### src/rtl/syn_co_param_if.sv
// Control and status bundle for the parametrised up/down counter.
// The counter sits on the slave side; the controlling block drives the master side.
interface syn_co_param_if #(
  parameter int WIDTH = 8
);
  logic             en;
  logic             up_dn;
  logic             load;
  logic [WIDTH-1:0] load_val;
  logic             clr_ovf;
  logic [WIDTH-1:0] q;
  logic [WIDTH-1:0] gray_q;
  logic             wrap;
  logic             ovf;

  modport master (
    output en, up_dn, load, load_val, clr_ovf,
    input  q, gray_q, wrap, ovf
  );

  modport slave (
    input  en, up_dn, load, load_val, clr_ovf,
    output q, gray_q, wrap, ovf
  );
endinterface

### src/rtl/syn_co_param.sv
// Parametrised synchronous up/down counter with load, wrap/saturate mode,
// registered wrap pulse, sticky overflow flag and registered Gray output.
module syn_co_param #(
  parameter int               WIDTH     = 8,
  parameter logic [WIDTH-1:0] MAX_VAL   = {WIDTH{1'b1}},
  parameter bit               SATURATE  = 1'b0,
  parameter logic [WIDTH-1:0] RESET_VAL = '0
) (
  input logic           clk,
  input logic           rst,
  syn_co_param_if.slave bus
);

  logic [WIDTH-1:0] q_r;
  logic [WIDTH-1:0] gray_r;
  logic             wrap_r;
  logic             ovf_r;

  logic [WIDTH-1:0] q_nxt;
  logic             evt;
  logic             ovf_nxt;
  logic             at_max;
  logic             at_zero;

  function automatic logic [WIDTH-1:0] to_gray(input logic [WIDTH-1:0] v);
    return v ^ (v >> 1);
  endfunction

  assign at_max  = (q_r == MAX_VAL);
  assign at_zero = (q_r == '0);

  // Priority: load, then count, then hold. An event is any count attempt
  // at a range end, whether the counter then wraps or saturates.
  always_comb begin
    // NOTE: every variable gets a default first so no path leaves it unassigned (no latch).
    q_nxt = q_r;
    evt   = 1'b0;
    if (bus.load) begin
      q_nxt = (bus.load_val > MAX_VAL) ? MAX_VAL : bus.load_val;
    end else if (bus.en) begin
      if (bus.up_dn) begin
        if (at_max) begin
          evt   = 1'b1;
          q_nxt = SATURATE ? MAX_VAL : '0;
        end else begin
          q_nxt = q_r + 1'b1;
        end
      end else begin
        if (at_zero) begin
          evt   = 1'b1;
          q_nxt = SATURATE ? '0 : MAX_VAL;
        end else begin
          q_nxt = q_r - 1'b1;
        end
      end
    end
  end

  // Set beats clear when both land on the same edge.
  always_comb begin
    ovf_nxt = ovf_r;
    if (evt) begin
      ovf_nxt = 1'b1;
    end else if (bus.clr_ovf) begin
      ovf_nxt = 1'b0;
    end
  end

  // NOTE: state registers use non-blocking assignments so all flops update together.
  always_ff @(posedge clk) begin
    if (!rst) begin
      q_r    <= RESET_VAL;
      gray_r <= to_gray(RESET_VAL);
      wrap_r <= 1'b0;
      ovf_r  <= 1'b0;
    end else begin
      q_r    <= q_nxt;
      gray_r <= to_gray(q_nxt);
      wrap_r <= evt;
      ovf_r  <= ovf_nxt;
    end
  end

  assign bus.q      = q_r;
  assign bus.gray_q = gray_r;
  assign bus.wrap   = wrap_r;
  assign bus.ovf    = ovf_r;

endmodule

### src/flat_wrapper.sv
// flat-port wrapper written by rule: the top's interface ports become plain ports
module syn_co_param_flat 
#(
  parameter int               WIDTH     = 8,
  parameter logic [WIDTH-1:0] MAX_VAL   = {WIDTH{1'b1}},
  parameter bit               SATURATE  = 1'b0,
  parameter logic [WIDTH-1:0] RESET_VAL = '0
)
  (clk, rst, bus_en, bus_up_dn, bus_load, bus_load_val, bus_clr_ovf, bus_q, bus_gray_q, bus_wrap, bus_ovf);
  syn_co_param_if #(.WIDTH(WIDTH)) bus_i ();
  input logic clk;
  input logic rst;
  input wire logic [$bits(bus_i.en)-1:0] bus_en;
  input wire logic [$bits(bus_i.up_dn)-1:0] bus_up_dn;
  input wire logic [$bits(bus_i.load)-1:0] bus_load;
  input wire logic [$bits(bus_i.load_val)-1:0] bus_load_val;
  input wire logic [$bits(bus_i.clr_ovf)-1:0] bus_clr_ovf;
  output wire logic [$bits(bus_i.q)-1:0] bus_q;
  output wire logic [$bits(bus_i.gray_q)-1:0] bus_gray_q;
  output wire logic [$bits(bus_i.wrap)-1:0] bus_wrap;
  output wire logic [$bits(bus_i.ovf)-1:0] bus_ovf;
  assign bus_i.en = bus_en;
  assign bus_i.up_dn = bus_up_dn;
  assign bus_i.load = bus_load;
  assign bus_i.load_val = bus_load_val;
  assign bus_i.clr_ovf = bus_clr_ovf;
  assign bus_q = bus_i.q;
  assign bus_gray_q = bus_i.gray_q;
  assign bus_wrap = bus_i.wrap;
  assign bus_ovf = bus_i.ovf;
  syn_co_param #(.WIDTH(WIDTH), .MAX_VAL(MAX_VAL), .SATURATE(SATURATE), .RESET_VAL(RESET_VAL)) u_core (.clk(clk), .rst(rst), .bus(bus_i));
endmodule
### config.mk
export PLATFORM = sky130hd
export DESIGN_NAME = syn_co_param_flat
export DESIGN_NICKNAME = d
export VERILOG_FILES = /design/src/rtl/syn_co_param_if.sv /design/src/rtl/syn_co_param.sv /design/src/flat_wrapper.sv
export SDC_FILE = /design/constraint.sdc
export NUM_CORES = 1
export LEC_CHECK = 0
export BUFFER_PORTS_ARGS = -buffer_cell sky130_fd_sc_hd__buf_2
export CORE_ASPECT_RATIO = 1.2
export CORE_UTILIZATION = 50
export CTS_CLUSTER_DIAMETER = 60
export DETAILED_ROUTE_END_ITERATION = 6
export PLACE_DENSITY = 0.79
export SLEW_MARGIN = 20
export SYNTH_ARGS = -nofsm -noshare
export SYNTH_HDL_FRONTEND = slang
export SYNTH_SLANG_ARGS = --single-unit
### constraint.sdc
create_clock -name clk -period 3.2 [get_ports clk]
set_input_delay 0.16 -clock clk [delete_from_list [all_inputs] [get_ports clk]]
set_output_delay 0.16 -clock clk [all_outputs]
set_load 0.02 [all_outputs]
==> metrics.md, run 1 <==
| Metric | Value |
|---|---|
| Setup TNS | 0 ps |
| Most frequent cells in the layout | 31 x buf_2, 17 x dfxtp_1, 11 x and2_1, 9 x xnor2_1, 8 x a21oi_1 |
| Final wirelength | 2510 um |
| Hold Buf Count CTS | 0 |
| Design Power | 541 uW |
| Share of layout cells above drive strength 1 | 25.5% |
| Max-cap viol count | 0 |
| H-tree depth | 1 |
| Slowest CP cell | a2111oi_0 |
| Clk buf depth | 2 |
| WL/cell | 13.4 um |
| Commonest non-fill, non-tap cell in the layout | buf_2 |
| Post-Synthesis Cells | 132 |
| Area Overhead vs Synth | 14.9% |
| Die Wd | 45.2 um |
| # fillers | 195 |
| Post-DP HPWL | 1860 um |
| Port-buffer cells | 31 |
| Post-synthesis cell type count | 43 |
| Status | complete, no violations |
| Residual DRC | 0 |
| Largest net degree at the start of global routing | 18 |
| Yosys warns | 0 |
| Post-synthesis net count | 149 |
| Placed cells | 183 |
| Worst slew pin tran | 691 ps |
| PwrDens | 421 nW/um^2 |
| Maximum clock rate | 423 MHz |
| Clock root buffer | clkbuf_4 |
| Area of the mapped netlist | 1120 um^2 |
| First-pass GRT wire length | 4000 um |
| Worst Hold Class | input pin to register |
| Remaining antenna violation count after routing | 0 |
| Family with the most delay on the worst path | compound AO/OA/AOI/OAI gates |
| Boundary Pins | 32 |
| Post-CTS Resized | 0 |
| Routability cong. | 0.913 |
| Max IR drop VDD | 317 uV |
| Vias in the first global route | 895 |
| Post-route insts no fill | 187 |
| Clock sink count | 17 |
| Final slew viol count | 0 |
| WP data required | 3400 ps |
| Synth Register Bits | 17 |
| Crit path cell chain | nor4_1 > a31oi_1 > a2111oi_0 > a2111oi_2 > xnor2_1 > and2_1 |
| Critical Path End Type | register |
| CTS Buf Count | 3 |
| Reg area | 340 um^2 |
| Vias | 1052 |
| Cell leakage power | 0.000559 uW |
| Worst Setup Start Kind | register |
| Die height | 53.8 um |
| CTS tree | done |
| Vias per cell | 5.63 |
| Relative slew slack | 52.7% |
| DRT iter0 DRCs | 29 |
| Unrepaired setup endpoints after global routing | false |
| Post-synthesis sequential area ratio | 30.4% |
| Die area | 2430 um^2 |
| GRT overflow | 0 |
| Post-CTS setup buffer count | 0 |
| Critical path class | register to register |
| Slowest stage delay, CP | 670 ps |
| Core region area | 2090 um^2 |
| Antenna diode count | 0 |
| Multi-input gate area | 699 um^2 |
| Mean Syn Cell Area | 8.47 um^2 |
| Router iterations before antenna repair | 4 |
| Site row count | 18 |
| Setup-failing EPs final | 0 |
| Worst-path clk slew | 100 ps |
| WP buf/inv | 0 |
| Tmin final | 2360 ps |
| CP max FO | 13 |
| Clk_lat worst skew | 300 ps |
| Final #Nets | 175 |
| Worst EP arrival | 2560 ps |
| GRT Total Usage | 22.6% |
| Final Hold Vio Count | 0 |
| Initial Util | 53.4% |
| Clock skew | 1.76 ps |
| Initial antenna violation count | 0 |
| Period utilization | 73.8% |
==> state kept, by name, summed over array words and instances (netlist names) <==
| name | count |
|---|---|
| u_core.bus.wrap | 1 |
| u_core.bus.gray_q | 8 |
| u_core.bus.ovf | 1 |
| u_core.bus.q | 7 |
==> cell usage after synthesis <==
master | instances | area share, %
xor2_1 | 2 | 1.6
clkbuf_1 | 5 | 1.7
a21oi_1 | 8 | 3.6
clkbuf_2 | 1 | 0.45
ha_1 | 3 | 3.4
nand2_1 | 7 | 2.3
o21bai_1 | 1 | 0.67
o32a_1 | 1 | 0.89
buf_2 | 2 | 0.89
dfxtp_1 | 17 | 30
or4_1 | 1 | 0.67
xnor2_1 | 9 | 7.0
a31oi_1 | 3 | 1.7
nand3_1 | 3 | 1.3
a211oi_1 | 2 | 1.3
nor4b_1 | 1 | 0.78
a221oi_2 | 2 | 2.7
a2111oi_2 | 1 | 1.3
a41oi_1 | 2 | 1.6
nor2_1 | 2 | 0.67
nor4_1 | 2 | 1.1
nand4_1 | 1 | 0.56
nor3b_1 | 2 | 1.3
mux2i_1 | 2 | 1.8
a2111oi_0 | 1 | 0.78
a21boi_1 | 1 | 0.67
o31ai_1 | 3 | 2.0
buf_6 | 1 | 1.0
a211o_1 | 1 | 0.78
nor4bb_1 | 1 | 0.89
nand2b_1 | 4 | 2.2
or4_4 | 2 | 2.0
o21a_1 | 1 | 0.67
nor3_1 | 1 | 0.45
inv_1 | 7 | 2.3
a221oi_1 | 1 | 0.78
and2_1 | 11 | 6.2
nor2b_1 | 6 | 3.4
or3_1 | 1 | 0.56
o21ai_0 | 5 | 2.2
buf_4 | 1 | 0.67
o31a_2 | 1 | 0.89
and3_1 | 3 | 1.7
==> cell type report <==
class                           count  area share (%)
Multi-Input combinational cell     98            54.4
Sequential cell                    17            26.5
Timing Repair Buffer               31            12.1
Tap cell                           30            2.92
Clock buffer                        4            2.04
Inverter                            7            2.04
==> worst paths after layout <==
kind	slack, ps	cells after the start	to	startpoint
worst min register to register	600	2	u_core.bus.ovf	u_core.bus.ovf
worst max-delay path	840	6	u_core.bus.gray_q[6]	u_core.bus.q[3]
worst max register to register	840	6	u_core.bus.gray_q[6]	u_core.bus.q[3]
worst min-delay path	160	3	u_core.bus.gray_q[7]	bus_load_val[7]
==> tightest hold or removal path, delay by kind of cell <==
kind | cells | cell delay (ps)
AOI/OAI and AO/OA | 1 | 70
and+or+nand+nor | 1 | 100
buffers and inverters | 1 | 90
==> power breakdown <==
group / switching [uW] / internal [uW] / total (uW)
logic: 94.0 / 75.2 / 169
clock network: 69.2 / 48.6 / 118
registers: 22.4 / 231 / 254
==> kinds of logic after synthesis <==
| family | count (synthesis) | synth area share, % |
|---|---|---|
| AOI/OAI and AO/OA | 34 | 22.6 |
| xor gates and xnor gates | 11 | 8.61 |
| adders and majority gates | 3 | 3.36 |
| buffers and inverters | 17 | 7.05 |
| DFF | 17 | 30.4 |
| muxes | 2 | 1.79 |
| and+or+nand+nor | 48 | 26.2 |
==> per-layer routing <==
layer	GRT usage [%]	share of wire, %	wire, um	vias up
met3	2.01	3.7	94	5
li1	-	-	-	524
met2	37.4	48	1210	31
met1	29.8	46	1160	492
met5	0	0	0	-
met4	9.09	1.8	45	0
==> stage by stage <==
stage	worst slack (ps)	util (%)	hold WS [ps]	cell area (um^2)
2_1_floorplan	891	-	282	1120
3_3_place_gp	969	60.1	450	1260
3_5_place_dp	881	60.1	465	1260
4_1_cts	863	61.4	157	1280
5_1_grt	685	61.4	170	1280
6_report	837	61.4	157	1280
Power figures use the tool's default switching activity.
==> inputs of run 2 (changes only) <==
- clock period: 3.2 -> 2.35 ns (I/O delays scaled with it)
==> run 2 against run 1 <==
Against the previous run: global-route usage is 1.1 points higher; first-iteration DRC count fell by 28%; hold slack got worse by 50 ps; sequential power is 32% higher; flip-flop and latch count unchanged; clock power grew 40%; wire length increased by 5.0%; maximum frequency up 8.5%; utilization grew 3.0 points; critical path type unchanged; clock skew up 2.2 ps; via count is 6.3% higher; setup slack got worse by 670 ps.
==> metrics.md, run 2 (synthesized netlist as in run 1, its figures left out) <==
| Metric | Value |
|---|---|
| Most frequent cells in the layout | 31 x buf_2, 16 x dfxtp_1, 11 x and2_1, 9 x xnor2_1, 8 x a21oi_1 |
| GRT Total Usage | 23.6% (+1.1 points) |
| Router iterations before antenna repair | 4 (unchanged) |
| Die Wd | 45.2 um (unchanged) |
| Area Overhead vs Synth | 20.6% |
| Setup-failing EPs final | 0 (unchanged) |
| Critical Path End Type | register |
| R2R depth | 6 (unchanged) |
| End of the worst hold path | u_core.bus.q[0] |
| Die height | 53.8 um (unchanged) |
| Commonest non-fill, non-tap cell in the layout | buf_2 |
| Initial antenna violation count | 0 (unchanged) |
| Core region area | 2090 um^2 (unchanged) |
| Unrepaired setup endpoints after global routing | false |
| PwrDens | 562 nW/um^2 (+34%) |
| Worst-path clk slew | 110 ps (about the same) |
| Critical R2R Capture | u_core.bus.gray_q[0] |
| Vias per cell | 5.76 (+2.4%) |
| CTS tree | done |
| Clk_lat worst skew | 300 ps (about the same) |
| Max reg flops | 8 (unchanged) |
| Worst Hold Class | input pin to register |
| Final Hold Vio Count | 0 (unchanged) |
| Site row count | 18 (unchanged) |
| WL met2 | 1290 um (+6.5%) |
| Initial Util | 53.4% (unchanged) |
| Tmin final | 2180 ps (-185 ps) |
| Boundary Pins | 32 (unchanged) |
| Max-cap viol count | 0 (unchanged) |
| H-tree depth | 1 (unchanged) |
| Critical R2R Launch | u_core.bus.q[4] |
| Maximum clock rate | 459 MHz (+8.5%) |
| Final wirelength | 2630 um (+5.0%) |
| Worst Setup Start Kind | register |
| Setup TNS | 0 ps (unchanged) |
| Largest net degree at the start of global routing | 18 (unchanged) |
| Uppermost layer routed | met4 |
| Final slew viol count | 0 (unchanged) |
| WP data required | 2560 ps (-840 ps) |
| Clock root buffer | clkbuf_4 |
| GRT overflow | 0 (unchanged) |
| Critical path class | register to register |
| Post-CTS setup buffer count | 0 (unchanged) |
| Wire length on met3 | 173 um (+84%) |
| Clock skew | 3.95 ps (+2.19 ps) |
| Relative slew slack | 68.9% (+16 points) |
| DRT iter0 DRCs | 21 (-28%) |
| Share of layout cells above drive strength 1 | 30.5% (+5.0 points) |
| M1 WL | 1150 um (-0.35%) |
| Fin util | 64.4% (+3.0 points) |
| Clock sink count | 17 (unchanged) |
| Port-buffer cells | 31 (unchanged) |
| Hold path cells | 3 (unchanged) |
| CTS Buf Count | 3 (unchanged) |
| Vias | 1118 (+6.3%) |
| Residual DRC | 0 (unchanged) |
| Remaining antenna violation count after routing | 0 (unchanged) |
| WL/cell | 13.6 um (+1.2%) |
| Reg2reg setup slack | 170 ps (-670 ps) |
| Die area | 2430 um^2 (unchanged) |
| CP max FO | 3 (-10) |
| Status | complete, no violations |
| Routability cong. | 0.839 (-8.2%) |
| Vias in the first global route | 1003 (+12%) |
| Hold WS | 107 ps (-49.9 ps) |
| Worst EP arrival | 2380 ps (-180 ps) |
| Clk buf depth | 2 (unchanged) |
| Worst slew pin tran | 462 ps (-229 ps) |
| Final #Nets | 182 (+4.0%) |
| Post-DP HPWL | 1950 um (+4.9%) |
| Period utilization | 92.7% (+19 points) |
| Cell leakage power | 0.000595 uW (+6.5%) |
| Max IR drop VDD | 476 uV (+50%) |
| Min-delay src | bus_load_val[0] |
| First-pass GRT wire length | 4280 um (+7.1%) |
| Antenna diode count | 0 (unchanged) |
[run 2: changes by cell type in the layout (fill, tap and decap cells not counted)]
cell,previous run,this run
clkinvlp_4,0,1
a2111oi_2,1,2
clkbuf_1,1,0
dfxtp_1,17,16
buf_4,0,7
dfxtp_2,0,1
a2111oi_0,1,0
[run 2: repair_timing]
| action | in CTS | in global routing |
|---|---|---|
| hold buffers | 0 | 0 |
| gates resized for setup | 0 | 3 |
| setup endpoints to repair | 0 | 1 |
[run 2: layout make-up]
cell class	count	area (um^2)
clock buffer	3	22.5
fill	187	746
inverter	7	26.3
sequential	17	342
tap	30	37.5
clock inverter	1	7.51
timing repair buffer	38	208
multi-input combinational	98	706
[run 2: worst max path at each step]
stage / start / to / slack [ps] / cells after the start
finish: u_core.bus.q[4] / u_core.bus.gray_q[0] / 170 / 6
global route: u_core.bus.q[1] / u_core.bus.gray_q[6] / 40 / 8
CTS: u_core.bus.q[5] / u_core.bus.gray_q[6] / 170 / 7
detailed placement: u_core.bus.q[4] / u_core.bus.gray_q[0] / 190 / 6
global placement: u_core.bus.q[0] / u_core.bus.gray_q[2] / 220 / 7
floorplan: u_core.bus.q[5] / u_core.bus.gray_q[0] / 40 / 7
[run 2: through the flow]
| step | cells | area (um^2) | total power [uW] | worst slack (ps) |
|---|---|---|---|---|
| 5_1_grt | 194 | 1350 | 800 | 40.8 |
| 4_1_cts | 194 | 1340 | 760 | 168 |
| 3_5_place_dp | 190 | 1310 | 594 | 192 |
| 2_1_floorplan | 132 | 1120 | 522 | 41.1 |
| 3_3_place_gp | 190 | 1310 | 589 | 223 |
| 6_report | 194 | 1350 | 758 | 172 |
[run 2: critical path, cell delays in order, from the launching register on]
cell	delay, ps
dfxtp_1	330
or4_4	540
or4_4	510
a221oi_2	310
a221oi_2	70
xor2_1	160
and2_1	160
[run 2: layer usage]
layer	track usage [%]	vias up
met3	3.36	2
met4	5.56	0
met1	30.3	521
met2	41.3	57
met5	0	-
li1	-	538
[run 2: report_power, final]
group	switching, uW	internal, uW
combinational	145	112
clock	100	64.8
sequential	20.0	315
